$ cat config.mk
export PLATFORM = sky130hd
export DESIGN_NAME = pow2_approx
export DESIGN_NICKNAME = d
export VERILOG_FILES = /design/src/rtl/pow2_approx_pkg.sv /design/src/rtl/pow2_shifter.sv /design/src/rtl/pow2_approx.sv
export SDC_FILE = /design/constraint.sdc
export NUM_CORES = 1
export LEC_CHECK = 0
export CORE_AREA = 2 2 104 106
export CTS_BUF_LIST = sky130_fd_sc_hd__clkbuf_16
export CTS_CLUSTER_DIAMETER = 40
export DETAILED_ROUTE_END_ITERATION = 10
export DIE_AREA = 0 0 106 108
export GPL_ROUTABILITY_DRIVEN = 0
export MAX_ROUTING_LAYER = met4
export PLACE_DENSITY_LB_ADDON = 0.12
export SETUP_SLACK_MARGIN = 0.1
export SLEW_MARGIN = 10
export SYNTH_ARGS = -nofsm -noshare
export SYNTH_HDL_FRONTEND = slang
export SYNTH_SLANG_ARGS = --single-unit
export TNS_END_PERCENT = 30
$ cat constraint.sdc
create_clock -name clk -period 3.8 [get_ports clk]
set_input_delay 0.38 -clock clk [delete_from_list [all_inputs] [get_ports clk]]
set_output_delay 0.38 -clock clk [all_outputs]
set_load 0.01 [all_outputs]
$ cat src/rtl/pow2_approx_pkg.sv
// Shared constants and encodings for the pow2_approx antilog pipeline.
// Default widths live here so the pipeline and its shifter agree on them.
`ifndef OUTPUT_BUF_DATASIZE
`define OUTPUT_BUF_DATASIZE 32
`endif
`ifndef POW2_IN_FRAC
`define POW2_IN_FRAC 8
`endif
`ifndef POW2_OUT_FRAC
`define POW2_OUT_FRAC 16
`endif

package pow2_approx_pkg;
  localparam int POW2_IN_FRAC  = `POW2_IN_FRAC;
  localparam int POW2_OUT_FRAC = `POW2_OUT_FRAC;

  typedef enum logic [1:0] {
    CLS_NORMAL = 2'd0,
    CLS_SAT    = 2'd1,
    CLS_ZERO   = 2'd2
  } cls_e;

  typedef enum logic {
    SUM_IDLE = 1'b0,
    SUM_ACC  = 1'b1
  } sum_state_e;
endpackage

$ cat src/rtl/pow2_shifter.sv
// Combinational S3 barrel shift: places mantissa {1,f} at 2^s, or forces the
// saturate/zero result chosen upstream.
module pow2_shifter
  import pow2_approx_pkg::*;
#(
  parameter int IN_FRAC = 8,
  parameter int OUT_W   = 32,
  parameter int SH_W    = 7
) (
  input  logic [IN_FRAC:0]  m,
  input  logic [SH_W-1:0]   s,
  input  logic [1:0]        cls,
  output logic [OUT_W-1:0]  res
);
  logic [OUT_W-1:0] mw;
  logic [SH_W-1:0]  mag;

  assign mw  = OUT_W'(m);
  // s is two's complement; only its magnitude drives the shifter
  assign mag = s[SH_W-1] ? (~s + SH_W'(1)) : s;

  always_comb begin
    res = '0;
    case (cls)
      CLS_SAT:    res = '1;
      CLS_NORMAL: res = s[SH_W-1] ? (mw >> mag) : (mw << mag);
      default:    res = '0;
    endcase
  end
endmodule

$ cat src/rtl/pow2_approx.sv
// Three-stage Mitchell antilog 2^x with valid/ready stall; optional per-row
// softmax denominator accumulator enabled by `SOFTMAX_SUM_EN.
module pow2_approx
  import pow2_approx_pkg::*;
#(
  parameter int IN_W     = 32,
  parameter int IN_FRAC  = POW2_IN_FRAC,
  parameter int OUT_W    = `OUTPUT_BUF_DATASIZE,
  parameter int OUT_FRAC = POW2_OUT_FRAC
`ifdef SOFTMAX_SUM_EN
  ,
  parameter int SUM_W    = 40
`endif
) (
  input  logic             clk,
  input  logic             rst,
  input  logic [IN_W-1:0]  in_data,
  input  logic             in_last,
  input  logic             in_valid,
  output logic             in_ready,
  output logic [OUT_W-1:0] out_data,
  output logic             out_sat,
  output logic             out_last,
  output logic             out_valid,
  input  logic             out_ready
`ifdef SOFTMAX_SUM_EN
  ,
  output logic [SUM_W-1:0] sum_out,
  output logic [15:0]      sum_count,
  output logic             sum_valid
`endif
);
  localparam int STAGES = 3;
  localparam int KW     = IN_W - IN_FRAC;
  localparam int SW     = KW + 2;
  localparam int SH_W   = $clog2(OUT_W + IN_FRAC) + 1;
  localparam logic signed [SW-1:0] SAT_TH  = SW'(OUT_W - 1 - IN_FRAC);
  localparam logic signed [SW-1:0] ZERO_TH = SW'(-IN_FRAC);

  logic [STAGES-1:0] vld_pipe;
  logic              adv;

  // S1
  logic [KW-1:0]      k1;
  logic [IN_FRAC-1:0] f1;
  logic               last1;
  // S2
  logic signed [SW-1:0] s_full;
  logic [1:0]           cls1;
  logic [IN_FRAC:0]     m2;
  logic [SH_W-1:0]      s2;
  logic [1:0]           cls2;
  logic                 last2;
  // S3
  logic [OUT_W-1:0]     shift_res;

  assign adv       = !out_valid || out_ready;
  assign in_ready  = adv;
  assign out_valid = vld_pipe[STAGES-1];

  // The upper bits of in_data are already floor(x) in two's complement
  always_comb begin
    s_full = {{2{k1[KW-1]}}, k1} + SW'(OUT_FRAC - IN_FRAC);
    cls1   = CLS_NORMAL;
    if (s_full > SAT_TH)       cls1 = CLS_SAT;
    else if (s_full < ZERO_TH) cls1 = CLS_ZERO;
  end

  pow2_shifter #(
    .IN_FRAC (IN_FRAC),
    .OUT_W   (OUT_W),
    .SH_W    (SH_W)
  ) u_shift (
    .m   (m2),
    .s   (s2),
    .cls (cls2),
    .res (shift_res)
  );

  always_ff @(posedge clk or negedge rst) begin
    if (!rst) begin
      vld_pipe <= '0;
      k1       <= '0;
      f1       <= '0;
      last1    <= 1'b0;
      m2       <= '0;
      s2       <= '0;
      cls2     <= CLS_ZERO;
      last2    <= 1'b0;
      out_data <= '0;
      out_sat  <= 1'b0;
      out_last <= 1'b0;
    end else if (adv) begin
      vld_pipe <= {vld_pipe[STAGES-2:0], in_valid};
      k1       <= in_data[IN_W-1:IN_FRAC];
      f1       <= in_data[IN_FRAC-1:0];
      last1    <= in_last && in_valid;
      m2       <= {1'b1, f1};
      s2       <= s_full[SH_W-1:0];
      cls2     <= cls1;
      last2    <= last1 && vld_pipe[0];
      out_data <= shift_res;
      out_sat  <= (cls2 == CLS_SAT);
      out_last <= last2 && vld_pipe[1];
    end
  end

`ifdef SOFTMAX_SUM_EN
  sum_state_e       state, state_nx;
  logic             xfer;
  logic [SUM_W-1:0] acc, acc_base, acc_nx;
  logic [15:0]      cnt, cnt_base, cnt_nx;
  logic [SUM_W:0]   acc_sum;

  assign xfer = out_valid && out_ready;

  always_ff @(posedge clk or negedge rst) begin
    if (!rst) state <= SUM_IDLE;
    else      state <= state_nx;
  end

  always_comb begin
    state_nx = state;
    case (state)
      SUM_IDLE: if (xfer && !out_last) state_nx = SUM_ACC;
      SUM_ACC:  if (xfer && out_last)  state_nx = SUM_IDLE;
      default:  state_nx = SUM_IDLE;
    endcase
  end

  // A row always starts from zero, whatever the accumulator still holds
  always_comb begin
    acc_base = (state == SUM_IDLE) ? '0 : acc;
    cnt_base = (state == SUM_IDLE) ? '0 : cnt;
    acc_sum  = {1'b0, acc_base} + {{(SUM_W + 1 - OUT_W){1'b0}}, out_data};
    acc_nx   = acc_sum[SUM_W] ? '1 : acc_sum[SUM_W-1:0];
    cnt_nx   = cnt_base + 16'd1;
  end

  always_ff @(posedge clk or negedge rst) begin
    if (!rst) begin
      acc       <= '0;
      cnt       <= '0;
      sum_out   <= '0;
      sum_count <= '0;
      sum_valid <= 1'b0;
    end else begin
      sum_valid <= 1'b0;
      if (xfer) begin
        if (out_last) begin
          sum_out   <= acc_nx;
          sum_count <= cnt_nx;
          sum_valid <= 1'b1;
          acc       <= '0;
          cnt       <= '0;
        end else begin
          acc <= acc_nx;
          cnt <= cnt_nx;
        end
      end
    end
  end
`endif
endmodule
* After elaboration in Yosys (flattened, before gate mapping)
Index checks and enable logic that the tools add are counted.
Storage, ports and cells: flip-flop bits (word level) 89, bits of input ports 37, output and inout bits 36
Cells by class: add/sub/neg operators 2, $lt $le $gt $ge 2, eq/ne operators 1, shift-type cells 2, mux-type cells 5, bitwise gates (word level) 1, reduce and logical (&&, ||, !) cells 6
Operator list (count):
- $pmux W32 S2 | 1
- $mux W32 | 1
- $shl A9 B7 Y32 | 1
- $shr A9 B7 Y32 | 1
- $add A24 B5 Y25 const B | 1
- $gt A25 B6 Y1 const B | 1
- $lt A25 B4 Y1 const B | 1
- $add A7 B1 Y7 const B | 1
- $mux W7 | 1
- $not A7 Y7 | 1
- $mux W2 | 2
- $logic_and A1 B1 Y1 | 3
- $eq A2 B1 Y1 const B | 1
- $logic_not A2 Y1 | 1
- $logic_not A1 Y1 | 1
- $logic_or A1 B1 Y1 | 1

* Longest topological paths before layout
depth in word-level cells 6, mapped depth 13, depth with buffers taken out 8

* By module
Synthesis repeated with hierarchy kept, for this count alone.
Second synthesis, totals: cell total of the unflattened synthesis 663, area, all modules 5429.0 µm²
Modules (own cells, without submodules):
- pow2_approx | instances 1, cells an instance 465, area each 4060.1 µm², seq. area each 2228.4 µm²
- pow2_shifter | instances 1, cells an instance 198, area each 1368.8 µm², seq. area each 0.0 µm²

* Least setup slack after synthesis
OpenSTA, ideal clock, no wires.
kind register to register, start point reg s2[0], end point reg out_data[24], library setup time 0.126 ns, arrival time 2.534 ns, path slack 1.139 ns, cell stages (with the launch flop) 12, path buffers 4, period minus slack after synthesis 2.661 ns, cells stage by stage dfrtp_1 -> buf_6 -> buf_4 -> clkinv_1 -> buf_2 -> ha_1 -> mux2i_1 -> buf_4 -> a2111oi_0 -> o21bai_1 -> mux2_2 -> a221o_1
On the way: cells in the longest elaborated chain, start to end 6, elaborated cells between the ends (all ways) 7, classes of those cells 1 x add/sub; 2 x shift; 3 x mux; 1 x bitwise
RTL lines:
- start: declaration | line pow2_approx.sv:51 | logic [SH_W-1:0] s2;
- start signal: assignment | line pow2_approx.sv:99 | s2 <= s_full[SH_W-1:0];
- $not A7 Y7 | line pow2_shifter.sv:20 | assign mag = s[SH_W-1] ? (~s + SH_W'(1)) : s;
- $add A7 B1 Y7 | line pow2_shifter.sv:20
- $mux W7 (*) | line pow2_shifter.sv:20
- $shl A9 B7 Y32 / $shr A9 B7 Y32 (equally long branches) | line pow2_shifter.sv:26 | CLS_NORMAL: res = s[SH_W-1] ? (mw >> mag) : (mw << mag);
- $mux W32 (*) | line pow2_shifter.sv:26
- $pmux W32 S2 (*) | line pow2_shifter.sv:24 | case (cls)
- end signal: assignment | line pow2_approx.sv:102 | out_data <= shift_res;
- end: declaration | line pow2_approx.sv:21 | output logic [OUT_W-1:0] out_data,
Mark *: on every way between the ends. The rest lies on a longest branch, timed or not. A chain may end at the register's enable or synchronous reset.

* Final worst setup path
Ends and elaborated chain as after synthesis.

==> results.cfg <==
[outcome]
status = completed

[setup_path]
r2r_setup_slack_ps = 750
cp_num_cells = 6
worst_setup_path_start_kind = flip-flop
critical_path_buf_inv_count = 1
required_ps = 4030
slowest_stage = dfrtp_1
ff2ff_path_depth = 6
r2r_end = out_data[24]
cp_top_family = flip-flops
critPathKind = flip-flop to flip-flop
cpPeakStageDelay_ps = 760
end_kind = flip-flop
crit_chain = clkinv_1 -> ha_1 -> nand2b_1 -> xnor2_2 -> mux2_2 -> a221o_1
path_max_fanout = 18
r2r_start = s2[0]
cp.arrival_ps = 3280

[synth]
ys_async_sr_fraction = 1.00
synth_area_leader_cell = dfrtp_1
yosys_warnings = 0
synth.yosys.seq_area_share = 0.426
yosys-top-cells-area = dfrtp_1 42%, nand2_1 12%, o21ai_0 4.8%, mux2i_1 4.0%, a21oi_1 3.1%
synth.top_cell.area_share = 0.421
avgSynthCellArea_um2 = 8.40
yosys-top-cells-count = 165 x nand2_1, 88 x dfrtp_1, 50 x o21ai_0, 38 x nor2_1, 32 x a21oi_1
yosysMostFrequentCell = nand2_1
synth_edf_count = 0
synthesis.area_um2 = 5230
synth_cell_types = 71
synth_fp_nets = 663
ys_ff_latch = 89
netlist_instances = 622
synth-main-ff-cell = dfrtp_1

[sta]
hold_viol = 0
fmaxAchievable_mhz = 328
rsz0062_at_grt = no
setup_violations = 0
slew_violations = 0
fin_crit_sh = 0.803
slew_headroom = 0.391
period_minus_slack_ps = 3050
clock_skew_ps = 7.12
fin_tns_setup_ps = 0
worstMarginPinSlew_ps = 914

[clock_network]
post_cts_buffers = 0
cts_tree = built
htree_levels = 3
cts_buffer_depth = 2
clkLatencyLatePin_ps = 340
ctsHoldBuffers = 0
cts-root-buf = clkbuf_16
clkTransAtPathRegs_ps = 60
clock-sinks = 89
tritoncts.num_buffers = 9
cts_resized = 0

[global_routing]
grtUsageTotal = 0.252
grt_pass1_vias = 4494
grt_start_max_net_pins = 73
antenna_found_initial = 0
grt_pass1_wl_um = 22300
globalRouteOverflowTotal = 0

[detailed_routing]
drtPass1Iterations = 7
route.detailed.drc = 0
via_per_inst = 5.89
postRouteAntennaNets = 0
wirelength_um = 13200
wire_per_inst_um = 16.3
vias = 4786
drt_iter0_drc = 306

[place]
port_buffers = 72
dp_hpwl_um = 9270
post_dp_cell_area_um2 = 5970

[floorplan]
die_h_um = 108
core_area_um2 = 10200
pin_count = 73
initial_core_util = 0.511
die_w_um = 106
num_rows = 37
dieArea_um2 = 11400

[cells_and_area]
syn_to_final_growth_pct = 19.4
final_layout_size_suffix_gt1_frac = 0.0694
fill_cells = 895
stdcell_area_um2 = 6240
num_antenna_cells = 0
nNetsFinal = 713

[min_path]
min_path_type = input pin to asynchronous set/reset pin

[pwr]
peakVddDrop_mv = 0.327
power.density_nw_per_um2 = 869
p_leak_nw = 2.69

[run]
cap_violations = 0
[cells by family after synthesis]
family | after synthesis | share of synthesized area
AO/OA/AOI/OAI | 149 | 0.183
XOR/XNOR | 13 | 0.0283
adder cells (fa/ha/maj) | 4 | 0.00958
buffers and inverters | 53 | 0.0503
flip-flops | 89 | 0.426
multiplexers | 27 | 0.0553
AND/OR/NAND/NOR | 287 | 0.247
[layout make-up]
class	instances	area (um2)	share of cell area
clock inverter	7	45.0	0.00722
tap	136	170	0.0273
inverter	11	42.5	0.00682
clock buffer	9	225	0.0361
sequential	89	2230	0.357
timing repair buffer	81	786	0.126
multi-input combinational	480	2740	0.439
[worst max-delay path by stage]
stage,startpoint,endpoint,slack [ps]
finish,s2[0],out_data[24],750
global route,s2[0],out_data[29],550
CTS,s2[0],out_data[24],820
detailed placement,s2[0],out_data[24],820
global placement,s2[0],out_data[24],930
floorplan,s2[0],out_data[24],1140
[cell usage in the layout (no fill, tap or decap), drive strengths merged, types with 3 or more instances in the layout]
cell | synthesis | routed
nand3 | 27 | 27
a21oi | 32 | 32
ha | 4 | 4
a31oi | 8 | 8
mux2 | 5 | 5
inv | 9 | 12
o211ai | 9 | 9
buf | 22 | 10
nand2 | 165 | 165
or3 | 3 | 3
nor4 | 5 | 5
and3 | 6 | 6
xor2 | 3 | 3
dfrtp | 88 | 88
o31ai | 6 | 6
a2111oi | 3 | 3
a211oi | 4 | 4
nor3 | 13 | 13
mux2i | 21 | 21
xnor2 | 10 | 10
clkbuf | 20 | 9
or4 | 4 | 4
nand4 | 5 | 5
nand2b | 5 | 5
clkdlybuf4s50 | 0 | 71
nor2 | 38 | 38
nand4b | 4 | 4
o21ai | 54 | 54
clkinv | 2 | 4
[metal layers]
| layer | global-route usage | vias to the layer above | part of all wire |
|---|---|---|---|
| met2 | 0.394 | 209 | 0.47 |
| met5 | - | - | 0 |
| li1 | - | 2297 | - |
| met4 | 0.0977 | 0 | 0.026 |
| met1 | 0.330 | 2245 | 0.44 |
| met3 | 0.0452 | 35 | 0.064 |
[sequential cells by signal, summed over array words and instances, names as in the netlist]
| register | flops |
|---|---|
| last1 | 1 |
| out_data | 32 |
| m2 | 9 |
| last2 | 1 |
| k1 | 24 |
| vld_pipe | 3 |
| f1 | 8 |
| out_last | 1 |
| cls2 | 2 |
| s2 | 7 |
| out_sat | 1 |
[metrics by stage]
| stage | hold slack [ps] | instances | worst slack, ps | power [W] | util |
|---|---|---|---|---|---|
| global route | 241 | 813 | 548 | 0.00581 | 0.610 |
| detailed placement | 456 | 797 | 821 | 0.00455 | 0.583 |
| global placement | 451 | 797 | 928 | 0.00449 | 0.583 |
| CTS | 208 | 813 | 819 | 0.00539 | 0.610 |
| finish | 138 | 813 | 749 | 0.00542 | 0.610 |
| floorplan | 84.4 | 622 | 1140 | 0.00359 | - |
[report_power, final]
part	leakage, nW	switching (W)	internal [W]	total, W
Combinational	1.50	0.00164	0.00123	0.00288
Sequential	1.06	0.000429	0.00130	0.00173
Clock	0.131	0.000376	0.000442	0.000817
No activity file was read; power rests on OpenSTA's default activity.
